$ cat config.mk
export PLATFORM = sky130hd
export DESIGN_NAME = priority_to_onehot_tree
export DESIGN_NICKNAME = d
export VERILOG_FILES = /design/src/rtl/priority_to_onehot_tree.sv
export SDC_FILE = /design/constraint.sdc
export NUM_CORES = 1
export LEC_CHECK = 0
export CAP_MARGIN = 40
export CORE_AREA = 2 2 39 41
export CTS_CLUSTER_DIAMETER = 40
export DETAILED_ROUTE_END_ITERATION = 8
export DIE_AREA = 0 0 41 43
export SYNTH_ARGS = -nofsm -noshare
export SYNTH_HDL_FRONTEND = slang
export SYNTH_SLANG_ARGS = --single-unit
$ cat constraint.sdc
create_clock -name clk -period 0.8 [get_ports clk]
set_clock_uncertainty 0.05 [all_clocks]
set_input_delay 0.16 -clock clk [delete_from_list [all_inputs] [get_ports clk]]
set_output_delay 0.16 -clock clk [all_outputs]
set_load 0.03 [all_outputs]
$ cat src/rtl/priority_to_onehot_tree.sv
// Registered LSB-first priority encoder.
// Returns the index of the lowest set bit of dec_vld and a valid flag one clock later.
// IMPLEMENTATION selects the structure:
//   0 = SPLIT-ary tree of ordered muxes, log_SPLIT(WIDTH) levels deep
//   1 = flat linear scan
// Both structures produce identical outputs.
module priority_to_onehot_tree #(
    parameter int WIDTH          = 16,
    parameter int SPLIT          = 4,
    parameter int IMPLEMENTATION = 0
) (
    input  logic                     clk,
    input  logic                     rst,
    input  logic [WIDTH-1:0]         dec_vld,
    output logic [$clog2(WIDTH)-1:0] enc_idx,
    output logic                     enc_vld
);

    localparam int WIDTH_LOG = $clog2(WIDTH);
    localparam int SPLIT_LOG = $clog2(SPLIT);
    // The tree always works on a power of SPLIT.
    // A narrower WIDTH is zero-padded up to that size.
    localparam int LEVELS  = (WIDTH_LOG + SPLIT_LOG - 1) / SPLIT_LOG;
    localparam int PAD_LOG = LEVELS * SPLIT_LOG;
    localparam int PAD_W   = 1 << PAD_LOG;
    localparam int LEAVES  = PAD_W / SPLIT;

    // Reject illegal parameter sets while the design is being elaborated.
    if (WIDTH < 2 || (WIDTH & (WIDTH - 1)) != 0) begin : g_bad_width
        $fatal(1, "priority_to_onehot_tree: WIDTH must be a power of two >= 2");
    end
    if (SPLIT < 2 || SPLIT > WIDTH || (SPLIT & (SPLIT - 1)) != 0) begin : g_bad_split
        $fatal(1, "priority_to_onehot_tree: SPLIT must be a power of two in [2, WIDTH]");
    end
    if (IMPLEMENTATION != 0 && IMPLEMENTATION != 1) begin : g_bad_impl
        $fatal(1, "priority_to_onehot_tree: IMPLEMENTATION must be 0 or 1");
    end

    logic [WIDTH_LOG-1:0] enc_idx_d, enc_idx_q;
    logic                 enc_vld_d, enc_vld_q;

    if (IMPLEMENTATION == 0) begin : g_tree
        logic [PAD_W-1:0]   pad_vec;
        logic [PAD_LOG-1:0] node_idx [LEAVES];
        logic               node_vld [LEAVES];

        // Build the tree bottom-up, one level at a time.
        // Each level overwrites the array in place.
        // Node n reads entries n*SPLIT.. before it writes entry n,
        // so every child it needs is still unmodified.
        always_comb begin
            logic [PAD_LOG-1:0] sel_idx;
            logic               sel_vld;
            // NOTE: every variable gets a default before any conditional write.
            // Without this, synthesis infers latches for the paths that skip an assignment.
            sel_idx = '0;
            sel_vld = 1'b0;
            pad_vec = PAD_W'(dec_vld);
            for (int n = 0; n < LEAVES; n++) begin
                node_idx[n] = '0;
                node_vld[n] = 1'b0;
            end

            // NOTE: blocking assignments are used here on purpose.
            // Each step reads the value just computed in the same pass.
            // The !vld guard makes this an ordered if/else chain:
            // once a lower bit wins, undefined higher bits are never consulted.
            for (int n = 0; n < LEAVES; n++) begin
                for (int b = 0; b < SPLIT; b++) begin
                    if (!node_vld[n] && pad_vec[n*SPLIT + b]) begin
                        node_vld[n] = 1'b1;
                        node_idx[n] = PAD_LOG'(b);
                    end
                end
            end

            // Each upper level prepends the winning child's number above that child's index.
            for (int l = 1; l < LEVELS; l++) begin
                for (int n = 0; n < (LEAVES >> (l * SPLIT_LOG)); n++) begin
                    sel_vld = 1'b0;
                    sel_idx = '0;
                    for (int k = 0; k < SPLIT; k++) begin
                        if (!sel_vld && node_vld[n*SPLIT + k]) begin
                            sel_vld = 1'b1;
                            sel_idx = (PAD_LOG'(k) << (l * SPLIT_LOG)) | node_idx[n*SPLIT + k];
                        end
                    end
                    node_vld[n] = sel_vld;
                    node_idx[n] = sel_idx;
                end
            end

            enc_vld_d = node_vld[0];
            enc_idx_d = node_idx[0][WIDTH_LOG-1:0];
        end
    end else begin : g_flat
        // Scan from bit 0 upward; the first set bit wins.
        always_comb begin
            enc_vld_d = 1'b0;
            enc_idx_d = '0;
            for (int i = 0; i < WIDTH; i++) begin
                if (!enc_vld_d && dec_vld[i]) begin
                    enc_vld_d = 1'b1;
                    enc_idx_d = WIDTH_LOG'(i);
                end
            end
        end
    end

    // Capture the encoded result.
    // Reset clears it at once, without waiting for a clock edge.
    always_ff @(posedge clk or posedge rst) begin
        // NOTE: non-blocking assignments for state.
        // All registers then update together, with no order dependence between processes.
        if (rst) begin
            enc_idx_q <= '0;
            enc_vld_q <= 1'b0;
        end else begin
            enc_idx_q <= enc_idx_d;
            enc_vld_q <= enc_vld_d;
        end
    end

    assign enc_idx = enc_idx_q;
    assign enc_vld = enc_vld_q;

endmodule

==> qor.yml <==
cts-root-buf: "clkbuf_4"
drt_wl_total_um: 1060
grt_pass1_wl_um: 1760
drc_errors: 0
crit_path_end_kind: "primary output"
setup_viol: 8
fin_crit_sh_pct: 119
tightestPinTransition_ns: 0.355
final_hold_viol_count: 0
grt.overflow.total: 0
vias: 435
syn_inst: 36
start_util_pct: 22.7
vias_per_cell: 4.78
core_um2: 1380
dieArea_um2: 1760
clock_path_buffers: 2
cpPeakStageDelay_ns: 0.37
drt_iter0_drc: 1
ant_nets: 0
power_density_nw_per_um2: 1070
ir_drop_mv: 0.481
synthesis.area_um2: 314
syn2layout_area_growth_pct: 152
critical_path_arrival_ns: 0.74
grt.total_usage_pct: 15.0
cap_violations: 0
fin_crit_ns: 0.951
ys_seq_area_share_pct: 39.8
num_rows: 14
grt_max_degree: 6
drt_first_pass_iters: 2
worstHoldPathType: "in -> async"
first_global_vias: 465
syn_avg_cell_area_um2: 8.72
cts_buffers: 3
antenna-diode-count: 0
fmax_mhz: 1050
maxSlewHeadroom_pct: 76.3
p_leak_nw: 0.349
worst_slack_ns: -0.151
portBuffers: 22
violations: "setup timing"
die_w_um: 41
tns_ns: -0.894
synth_cell_types: 17
cts.sinks: 5
drv_slew: 0
post-dp-hpwl_um: 833
cp_max_fo: 1
status: "finished, violations left"
total_power_uw: 848
ios: 23
crit_type: "reg -> out"
clk_pin_slew_ns: 0.05
rsz0062_at_grt: "yes"
antenna_found_initial: 0
wl_per_cell_um: 11.6
cp_top_family: "flip-flops"
slowest_stage: "dfrtp_1"
nFillCells: 132
synth.ff_latch_count: 5
globalplace.congestion: 0.706
die_h_um: 43
crit_required_ns: 0.59
cp-start-kind: "flip-flop"
critical_path_buf_inv_count: 1
synth_nets: 54
layout_common_cells: "buf_6, buf_4"
fin_nets: 94
drive_gt1_share_pct: 66.7
htree_levels: 1
cts_tree: "done"
path_cells: "buf_6"
yosysWarnings: 0
hold_buffers: 0
-- state kept, by name, indices dropped and copies added (netlist names) --
signal and flops:
enc_idx 4, enc_vld 1
-- cell families (layout without fill, tap and decap cells) --
logic type      after synthesis  after routing  synth area share, %
buf+inv                       5             44                 5.98
flops                         5              5                 39.8
compound gates               11             11                 23.5
simple gates                 15             15                 30.7
-- area by class of cell --
| class | instances | area [µm²] | share of cell area, % |
|---|---|---|---|
| inverters | 5 | 18.8 | 2.37 |
| repair buffers | 35 | 335 | 42.3 |
| well taps | 16 | 20.0 | 2.53 |
| multi-input cells | 26 | 267 | 33.6 |
| flip-flops and latches | 5 | 125 | 15.8 |
| clock buffers | 4 | 26.3 | 3.32 |
-- worst paths after layout --
path                             from         end  slack (ns)  cells after the start
max in group asynchronous         rst  enc_idx[3]        0.45                      2
min                               rst  enc_idx[1]        0.08                      2
min in group clk           dec_vld[1]  enc_idx[1]        0.13                      3
max                        enc_idx[0]  enc_idx[0]       -0.15                      1
-- stage by stage --
step	instances	utilization, %	setup slack (ns)	instance area, µm²	hold WS, ns
final	91	57.2	-0.151	792	0.0798
after CTS	89	52.4	-0.163	724	0.0868
after detailed placement	84	47.9	-0.781	663	0.337
after floorplan	36	-	-0.240	360	-0.111
after global routing	91	57.2	-0.178	792	0.112
after global placement	84	47.9	-0.752	663	0.319
-- synthesized netlist by cell type --
cell type	instances	area (µm²)
a2111oi_0	2	17.5
a21boi_0	1	7.51
a21o_1	1	7.51
a21oi_1	4	20.0
dfrtp_1	5	125
inv_1	5	18.8
nand2_1	1	3.75
nand2b_1	1	6.26
nand3_1	1	5.00
nand4_1	1	6.26
nor2_1	4	15.0
nor3_1	2	10.0
nor4_1	2	12.5
nor4_2	3	37.5
o21ai_0	1	5.00
o31ai_1	1	7.51
o32ai_1	1	8.76
-- what timing repair did --
item	CTS	global route
hold endpoints to repair	0	0
setup buffers	2	2
gates resized for setup	87	20
setup endpoints to repair	10	10
pin swaps	11	11
cloned	0	0
-- layer usage --
layer	share of wire [%]	GRT usage [%]	vias to the layer above	wire, µm
met1	37	15.9	203	391
met5	0	0	-	0
met3	7.5	3.66	2	79
met2	54	23.4	16	573
li1	-	-	214	-
met4	1.1	12.0	0	12
-- report_power, final --
part | switching (mW) | internal (mW)
Clock | 0.0995 | 0.188
Combinational | 0.131 | 0.163
Sequential | 0.00356 | 0.262
Total | 0.234 | 0.614
No activity file was read; power rests on OpenSTA's default activity.
